**config.mk**
```make
export PLATFORM = sky130hd
export DESIGN_NAME = rcfg_strm_ctrl
export DESIGN_NICKNAME = d
export VERILOG_FILES = /design/src/rtl/rcfg_strm_ctrl_pkg.sv /design/src/rtl/rcfg_strm_rom.sv /design/src/rtl/rcfg_strm_ctrl.sv
export SDC_FILE = /design/constraint.sdc
export NUM_CORES = 1
export LEC_CHECK = 0
export CAP_MARGIN = 15
export CORE_ASPECT_RATIO = 1.4
export CORE_MARGIN = 8
export CORE_UTILIZATION = 40
export DETAILED_ROUTE_END_ITERATION = 10
export GPL_TIMING_DRIVEN = 1
export SYNTH_ARGS = -nofsm -noshare
export SYNTH_HDL_FRONTEND = slang
export SYNTH_HIERARCHICAL = 1
export SYNTH_SLANG_ARGS = --single-unit
```
**constraint.sdc**
```tcl
create_clock -name reconfig_clk -period 2 [get_ports reconfig_clk]
set_input_delay 0.3 -clock reconfig_clk [delete_from_list [all_inputs] [get_ports reconfig_clk]]
set_output_delay 0.3 -clock reconfig_clk [all_outputs]
set_load 0.05 [all_outputs]
```
**src/rtl/rcfg_strm_ctrl_pkg.sv**
```systemverilog
`default_nettype none
// ============================================================================
// Module   : rcfg_strm_ctrl_pkg
// Brief    : Shared types and constants for the reconfiguration streamer:
//            FSM state encoding, ROM word field positions, end marker and
//            the reconfiguration profile table.
// Revision : 1.0 - initial release
// ============================================================================
package rcfg_strm_ctrl_pkg;

    typedef enum logic [3:0] {
        ST_IDLE   = 4'd0,
        ST_ROM_RD = 4'd1,
        ST_DECODE = 4'd2,
        ST_READ   = 4'd3,
        ST_MODIFY = 4'd4,
        ST_WRITE  = 4'd5,
        ST_DONE   = 4'd6,
        ST_ERR    = 4'd7
    } state_t;

    // ROM word layout: {addr[25:16], mask[15:8], data[7:0]}
    localparam int ADDR_LSB = 16;
    localparam int MASK_LSB = 8;
    localparam int DATA_LSB = 0;

    localparam logic [25:0] END_MARKER = 26'h3FFFFFF;

    // Reconfiguration parameter table, profiles laid out back to back.
    // Any index past the table reads as the end marker.
    function automatic logic [25:0] rom_word(input int idx);
        case (idx)
            0:       rom_word = 26'h1350C00;
            1:       rom_word = 26'h13A3828;
            2:       rom_word = END_MARKER;
            3:       rom_word = 26'h1350F03;
            4:       rom_word = 26'h13A3830;
            5:       rom_word = END_MARKER;
            default: rom_word = END_MARKER;
        endcase
    endfunction

endpackage
`default_nettype wire

```
**src/rtl/rcfg_strm_rom.sv**
```systemverilog
`default_nettype none
// ============================================================================
// Module   : rcfg_strm_rom
// Brief    : Registered reconfiguration ROM, one-cycle read latency,
//            contents taken from the profile table in rcfg_strm_ctrl_pkg.
// Revision : 1.0 - initial release
// ============================================================================
module rcfg_strm_rom
    import rcfg_strm_ctrl_pkg::*;
#(
    parameter int DEPTH  = 6,
    parameter int ADDR_W = 3,
    parameter int DATA_W = 26
) (
    input  logic              clk,
    input  logic [ADDR_W-1:0] i_addr,
    output logic [DATA_W-1:0] o_q
);

    logic [DATA_W-1:0] r_q;

    // Registered lookup; addresses beyond DEPTH return the end marker.
    always_ff @(posedge clk) begin
        if (32'(i_addr) < 32'(DEPTH)) begin
            r_q <= DATA_W'(rom_word(int'(i_addr)));
        end else begin
            r_q <= {DATA_W{1'b1}};
        end
    end

    assign o_q = r_q;

endmodule
`default_nettype wire

```
**src/rtl/rcfg_strm_ctrl.sv**
```systemverilog
`default_nettype none
// ============================================================================
// Module   : rcfg_strm_ctrl
// Brief    : Reconfiguration streamer. Walks one ROM profile and performs a
//            read-modify-write of a PHY register over Avalon-MM per entry.
//            Optional macro RCFG_STRM_TIMEOUT_EN adds a waitrequest timeout
//            that aborts the stream with an error pulse.
// Revision : 1.0 - initial release
// ============================================================================
module rcfg_strm_ctrl
    import rcfg_strm_ctrl_pkg::*;
#(
    parameter int NUM_PROFILES    = 2,
    parameter int PROFILE_DEPTH   = 3,
    parameter int ROM_DATA_WIDTH  = 26,
    parameter int AVMM_ADDR_WIDTH = 10,
    parameter int AVMM_DATA_WIDTH = 32,
    parameter int TIMEOUT_CYCLES  = 1024
) (
    input  logic                                                  reconfig_clk,
    input  logic                                                  reconfig_reset,
    input  logic                                                  start,
    input  logic [((NUM_PROFILES > 1) ? $clog2(NUM_PROFILES) : 1)-1:0] profile_sel,
    output logic                                                  busy,
    output logic                                                  done,
    output logic                                                  error,
    output logic [AVMM_ADDR_WIDTH-1:0]                            reconfig_address,
    output logic                                                  reconfig_read,
    output logic                                                  reconfig_write,
    output logic [AVMM_DATA_WIDTH-1:0]                            reconfig_writedata,
    input  logic [AVMM_DATA_WIDTH-1:0]                            reconfig_readdata,
    input  logic                                                  reconfig_waitrequest
);

    localparam int          c_rom_depth    = NUM_PROFILES * PROFILE_DEPTH;
    localparam int          c_idx_w        = (c_rom_depth > 1) ? $clog2(c_rom_depth) : 1;
    localparam int          c_ent_w        = (PROFILE_DEPTH > 1) ? $clog2(PROFILE_DEPTH) : 1;
    localparam logic [31:0] c_num_profiles = 32'(NUM_PROFILES);

    state_t                     r_state;
    logic [c_idx_w-1:0]         r_index;
    logic [c_ent_w-1:0]         r_entry;
    logic [AVMM_ADDR_WIDTH-1:0] r_addr;
    logic [7:0]                 r_mask;
    logic [7:0]                 r_data;
    logic [AVMM_DATA_WIDTH-1:0] r_rdata;
    logic [AVMM_DATA_WIDTH-1:0] r_wdata;
    logic                       r_read;
    logic                       r_write;
    logic                       r_busy;
    logic                       r_done;
    logic                       r_error;

    logic [ROM_DATA_WIDTH-1:0]  w_rom_q;
    logic                       w_sel_ok;
    logic [c_idx_w-1:0]         w_base;
    logic                       w_last_entry;
    logic                       w_timeout;

    assign w_sel_ok     = 32'(profile_sel) < c_num_profiles;
    assign w_base       = c_idx_w'(profile_sel) * c_idx_w'(PROFILE_DEPTH);
    assign w_last_entry = (r_entry == c_ent_w'(PROFILE_DEPTH - 1));

    rcfg_strm_rom #(
        .DEPTH  (c_rom_depth),
        .ADDR_W (c_idx_w),
        .DATA_W (ROM_DATA_WIDTH)
    ) u_rom (
        .clk    (reconfig_clk),
        .i_addr (r_index),
        .o_q    (w_rom_q)
    );

`ifdef RCFG_STRM_TIMEOUT_EN
    localparam int c_to_w = $clog2(TIMEOUT_CYCLES + 1);

    logic [c_to_w-1:0] r_wait_cnt;

    assign w_timeout = reconfig_waitrequest && (r_wait_cnt == c_to_w'(TIMEOUT_CYCLES - 1));

    // Count consecutive stalled bus cycles; any completed transfer restarts it.
    always_ff @(posedge reconfig_clk) begin
        if (reconfig_reset) begin
            r_wait_cnt <= '0;
        end else if ((r_state == ST_READ || r_state == ST_WRITE) && reconfig_waitrequest) begin
            r_wait_cnt <= r_wait_cnt + 1'b1;
        end else begin
            r_wait_cnt <= '0;
        end
    end
`else
    assign w_timeout = 1'b0;
`endif

    // Stream sequencer: fetch entry, read register, merge masked bits, write back.
    always_ff @(posedge reconfig_clk) begin
        if (reconfig_reset) begin
            r_state <= ST_IDLE;
            r_index <= '0;
            r_entry <= '0;
            r_addr  <= '0;
            r_mask  <= '0;
            r_data  <= '0;
            r_rdata <= '0;
            r_wdata <= '0;
            r_read  <= 1'b0;
            r_write <= 1'b0;
            r_busy  <= 1'b0;
            r_done  <= 1'b0;
            r_error <= 1'b0;
        end else begin
            r_done  <= 1'b0;
            r_error <= 1'b0;
            case (r_state)
                ST_IDLE: begin
                    if (start) begin
                        if (w_sel_ok) begin
                            r_index <= w_base;
                            r_entry <= '0;
                            r_busy  <= 1'b1;
                            r_state <= ST_ROM_RD;
                        end else begin
                            // Bad profile: report without touching the bus.
                            r_error <= 1'b1;
                            r_state <= ST_ERR;
                        end
                    end
                end
                ST_ROM_RD: begin
                    r_state <= ST_DECODE;
                end
                ST_DECODE: begin
                    if (w_rom_q == END_MARKER) begin
                        r_done  <= 1'b1;
                        r_state <= ST_DONE;
                    end else begin
                        r_addr  <= w_rom_q[ADDR_LSB +: AVMM_ADDR_WIDTH];
                        r_mask  <= w_rom_q[MASK_LSB +: 8];
                        r_data  <= w_rom_q[DATA_LSB +: 8];
                        r_read  <= 1'b1;
                        r_state <= ST_READ;
                    end
                end
                ST_READ: begin
                    if (!reconfig_waitrequest) begin
                        r_rdata <= reconfig_readdata;
                        r_read  <= 1'b0;
                        r_state <= ST_MODIFY;
                    end else if (w_timeout) begin
                        r_read  <= 1'b0;
                        r_error <= 1'b1;
                        r_state <= ST_ERR;
                    end
                end
                ST_MODIFY: begin
                    r_wdata <= {r_rdata[AVMM_DATA_WIDTH-1:8],
                                (r_rdata[7:0] & ~r_mask) | (r_data & r_mask)};
                    r_write <= 1'b1;
                    r_state <= ST_WRITE;
                end
                ST_WRITE: begin
                    if (!reconfig_waitrequest) begin
                        r_write <= 1'b0;
                        if (w_last_entry) begin
                            // Profile exhausted without a marker; never spill into the next one.
                            r_done  <= 1'b1;
                            r_state <= ST_DONE;
                        end else begin
                            r_index <= r_index + 1'b1;
                            r_entry <= r_entry + 1'b1;
                            r_state <= ST_ROM_RD;
                        end
                    end else if (w_timeout) begin
                        r_write <= 1'b0;
                        r_error <= 1'b1;
                        r_state <= ST_ERR;
                    end
                end
                ST_DONE: begin
                    r_busy  <= 1'b0;
                    r_state <= ST_IDLE;
                end
                ST_ERR: begin
                    r_busy  <= 1'b0;
                    r_state <= ST_IDLE;
                end
                default: begin
                    r_read  <= 1'b0;
                    r_write <= 1'b0;
                    r_busy  <= 1'b0;
                    r_state <= ST_IDLE;
                end
            endcase
        end
    end

    assign busy               = r_busy;
    assign done               = r_done;
    assign error              = r_error;
    assign reconfig_address   = r_addr;
    assign reconfig_read      = r_read;
    assign reconfig_write     = r_write;
    assign reconfig_writedata = r_wdata;

endmodule
`default_nettype wire

```
# After elaboration in Yosys (flattened, before gate mapping)
# Index checks and enable logic that the tools add are counted.
# op_classes
n_addsub	2
n_mul	1
n_lt_le_gt_ge	1
eq_ne	17
n_mux	25
bitwise_logic	9
reduce_logical	13
# ops
op	n
26-bit case mux with 4 select lines	1
26-bit == test, second input constant	1
4-bit case mux with 6 select lines	1
8-bit AND	2
4-bit by 3-bit == test with 1-bit output, second input constant	4
3-bit two-way mux	5
4-bit two-way mux	3
6-bit OR reduction	2
2-bit inequality test, second input constant	5
4-bit by 2-bit == test with 1-bit output, second input constant	2
8-bit inverter	1
8-bit bitwise OR	1
2-bit AND reduction	4
1-bit two-way mux	6
2-bit two-way mux	3
1-bit case mux with 3 select lines	2
3-bit case mux with 2 select lines	1
3-bit AND reduction	2
1-bit inverter	5
5-bit OR reduction	1
4-bit by 1-bit == test with 1-bit output, second input constant	1
4-bit logical NOT	1
1-bit case mux with 2 select lines	2
2-bit case mux with 2 select lines	1
11 further kinds	11
# totals
ff_bits	129
inputBits	37
output_inout_bits	47

# Logic depth before layout (Yosys ltp)
# logic_depth
word_depth	4
depth_mapped	7
ltp_nobuf	6

# Cells and area by module
# Netlist, hierarchy kept.
# modules_own_cells
mod	n_inst	cells_per_inst	area_each_um2	seq_area_each_um2
rcfg_strm_ctrl	1	478	4030.1	2042.0
rcfg_strm_rom	1	39	356.6	120.1

# Worst setup path before layout
# OpenSTA, ideal clock, no wires.
# synth_timing
path_kind	flip-flop to flip-flop
from	register u_rom.r_q[23], in the netlist u_rom/o_q[23]
to	register r_read, in the netlist reconfig_read
setup_time_ps	115
arrival_time_ps	1603
path_slack_ps	283
stages_incl_launch_ff	8
path_buffers	3
period_less_slack_ps	1717
path_cell_list	dfxtp_1 > buf_4 > nand4_1 > nor4_4 > a21boi_1 > buf_6 > buf_6 > o21a_1
# synth_between
elab_chain_cells	3
# synth_rtl
item	line_no	source
start: declaration	rcfg_strm_rom.sv:20	logic [DATA_W-1:0] r_q;
start signal: assignment	rcfg_strm_rom.sv:25	r_q <= DATA_W'(rom_word(int'(i_addr)));
start signal: assignment	rcfg_strm_rom.sv:27	r_q <= {DATA_W{1'b1}};
26-bit == test	rcfg_strm_ctrl.sv:133	if (w_rom_q == END_MARKER) begin
2-bit inequality test (no line)	n/a	
3-bit AND reduction (no line)	n/a	
end signal: assignment	rcfg_strm_ctrl.sv:140	r_read <= 1'b1;
end signal: assignment	rcfg_strm_ctrl.sv:147	r_read <= 1'b0;
end signal: assignment	rcfg_strm_ctrl.sv:150	r_read <= 1'b0;
end: declaration	rcfg_strm_ctrl.sv:48	logic r_read;
# Every way passes these cells.
# A chain may end at the register's enable or synchronous reset.

# Final worst setup path
# layout_timing
from	register r_wdata[14], in the netlist reconfig_writedata[14]
to	output reconfig_writedata[14]
# layout_lines
item	line_no	source
start: declaration	rcfg_strm_ctrl.sv:47	logic [AVMM_DATA_WIDTH-1:0] r_wdata;
start signal: assignment	rcfg_strm_ctrl.sv:156	r_wdata <= {r_rdata[AVMM_DATA_WIDTH-1:8],
end: declaration	rcfg_strm_ctrl.sv:30	output logic [AVMM_DATA_WIDTH-1:0] reconfig_writedata,
# No word-level cell between the ends.

==> flow_summary.yaml <==
yosys:
  ys_seq_elements: 108
  synthCells: 517
  ys.flop_type: "dfxtp_1"
  async_flop_share: 0
  synth_cell_type_count: 42
  synth.avg_cell_area_sq_um: 8.48
  yosys_warnings: 6
  syn_area_sq_um: 4390
  synth_edf_count: 0
  ys_seq_area_frac: 0.493
sta:
  finalCritPeriodShare: 0.913
  tns_ns: 0
  final-hold-violation-count: 0
  max_freq_ghz: 0.548
  rsz0062_at_grt: "no"
  skew_ns: 0.00979
  setup_violations: 0
  maxSlewViolCount: 0
  slew_headroom: 0.622
  tightest_slew_ns: 0.565
  fin_crit_ns: 1.83
layout:
  syn2layout_area_growth_pct: 26.5
  antenna_cells: 0
  final_nets: 613
  final_cell_mix: "nand2_1, dfxtp_1, clkdlybuf4s50_1"
  n_fill_cell: 1002
  layout_commonest_cell: "nand2_1"
  layout-drive-gt1-share: 0.0743
min_path:
  hp-class: "in -> reg"
grt:
  grt_start_max_net_pins: 77
  globalRouteTotalUtil: 0.141
  grt_pass1_vias: 3441
  antenna_found_initial: 0
  overflow: 0
  grt_pass1_wl_mm: 17.0
place:
  hpwl_mm: 6.86
  place.gp.congestion: 0.818
  placement.io_buffers: 82
worst_setup_path:
  critical_path_class: "reg -> out"
  worstPathCellList: "clkdlybuf4s50_1"
  start_kind: "flop"
  crit_family: "buffers and inverters"
  slowest_stage: "clkdlybuf4s50_1"
  worstSetupEndpointType: "output port"
  worst-path-buf-inv: 1
  critical_path.max_stage_delay_ns: 0.82
  path_max_fanout: 2
  critical_path_required_ns: 1.70
  cp.arrival_ns: 1.53
drt:
  ant_nets: 0
  drtIter0Drc: 119
  drt_wl_total_mm: 9.99
  firstDrtPassIters: 4
  dr_total_vias: 3465
  route.detailed.drc: 0
  wl_per_cell_um: 13.9
  via_per_inst: 4.81
power:
  pwr_density_cell_nw_per_um2: 866
  p_leak_uw: 0.00187
  total_power_uw: 4810
  ir_worst_vdd_mv: 0.464
cts:
  cts_max_path_buffers: 2
  hold_buffers: 0
  clock_latency_ns: 0.34
  cts_resized: 0
  clkTransAtPathRegs_ns: 0.07
  post_cts_buffers: 0
  numCtsBuffers: 9
  cts_root_buffer: "clkbuf_16"
  htreeDepth: 3
  cts.sinks: 108
  cts_tree: "built"
floorplan:
  fp.coreArea_sq_um: 10800
  die-area_sq_um: 14600
  placementRows: 45
  io-pin-count: 84
  die_w_um: 105
  start_util: 0.408
  die_h_um: 140
flow_run:
  cap_violations: 0
outcome:
  status: "finished clean"
-- cell usage after synthesis, types with 2 or more instances --
cell	number	area share
o22ai_1	2	0.0029
a211oi_1	9	0.015
dfxtp_1	108	0.49
conb_1	2	0.0017
clkbuf_1	19	0.016
or2_2	2	0.0029
buf_4	22	0.038
o21ai_0	3	0.0034
nor2_1	19	0.016
nor2b_1	4	0.0057
nand3b_1	2	0.0034
a311oi_1	2	0.0040
a21oi_1	61	0.070
a21oi_2	2	0.0040
ha_1	2	0.0057
inv_1	2	0.0017
nor3_1	2	0.0023
nand2b_1	9	0.013
buf_6	5	0.013
nand2_1	171	0.15
nand4_1	6	0.0086
nand3_1	2	0.0023
buf_2	7	0.0080
mux2i_1	36	0.082
-- area by class of cell --
cell class / count / area [sq um] / area share
Clock buffer: 12 / 246 / 0.0444
Clock inverter: 4 / 57.6 / 0.0104
Inverter: 3 / 11.3 / 0.00203
Multi-Input combinational cell: 356 / 1910 / 0.345
Sequential cell: 108 / 2160 / 0.390
Tap cell: 141 / 176 / 0.0318
Timing Repair Buffer: 96 / 983 / 0.177
-- metal layers --
layer | global-route usage | share of wire | vias up
li1 | - | - | 1800
met1 | 0.159 | 0.43 | 1588
met2 | 0.240 | 0.50 | 65
met3 | 0.0399 | 0.051 | 12
met4 | 0.0627 | 0.021 | 0
met5 | 0 | 0 | -
-- path summary, 6_finish.rpt --
path | startpoint | end | slack [ns] | cells after the start
min reg2reg | r_rdata[27]$_SDFFE_PP0P_ | reconfig_writedata[27]$_SDFFE_PP0P_ | 0.45 | 2
min | reconfig_reset | r_state[1]$_SDFFE_PP0P_ | 0.44 | 3
max reg2reg | r_state[1]$_SDFFE_PP0P_ | r_mask[1]$_SDFFE_PP0P_ | 0.32 | 5
max | reconfig_writedata[14]$_SDFFE_PP0P_ | reconfig_writedata[14] | 0.17 | 1
-- power by group --
group	internal [uW]	switching [uW]	total, uW
Sequential	2250	91.2	2340
Clock	1020	782	1800
Combinational	302	367	668
-- stage by stage --
stage | hold WS (ns) | utilization | std cells | worst slack [ns] | cell area [sq um]
final | 0.442 | 0.516 | 720 | 0.174 | 5550
after global placement | 0.435 | 0.488 | 704 | 0.0782 | 5250
after detailed placement | 0.445 | 0.488 | 704 | 0.0513 | 5250
after CTS | 0.451 | 0.516 | 720 | 0.143 | 5550
after floorplan | 0.432 | - | 520 | 0.283 | 4400
after global routing | 0.471 | 0.516 | 720 | 0.123 | 5550
-- cell families after synthesis --
logic type / after synthesis / share of synthesized area
and+or+nand+nor: 225 / 0.222
DFF: 108 / 0.493
AOI/OAI and AO/OA: 88 / 0.118
buffers and inverters: 56 / 0.0773
muxes: 36 / 0.0821
adders and majority gates: 2 / 0.00570
other: 2 / 0.00171
-- state kept, by name, summed over array words and instances (netlist names) --
signal / flops
reconfig_write: 1
r_entry: 2
reconfig_address: 10
r_index: 3
reconfig_read: 1
r_mask: 8
done: 1
busy: 1
r_rdata: 32
reconfig_writedata: 32
u_rom/o_q: 6
r_data: 8
r_state: 3
No activity file was read; power rests on OpenSTA's default activity.
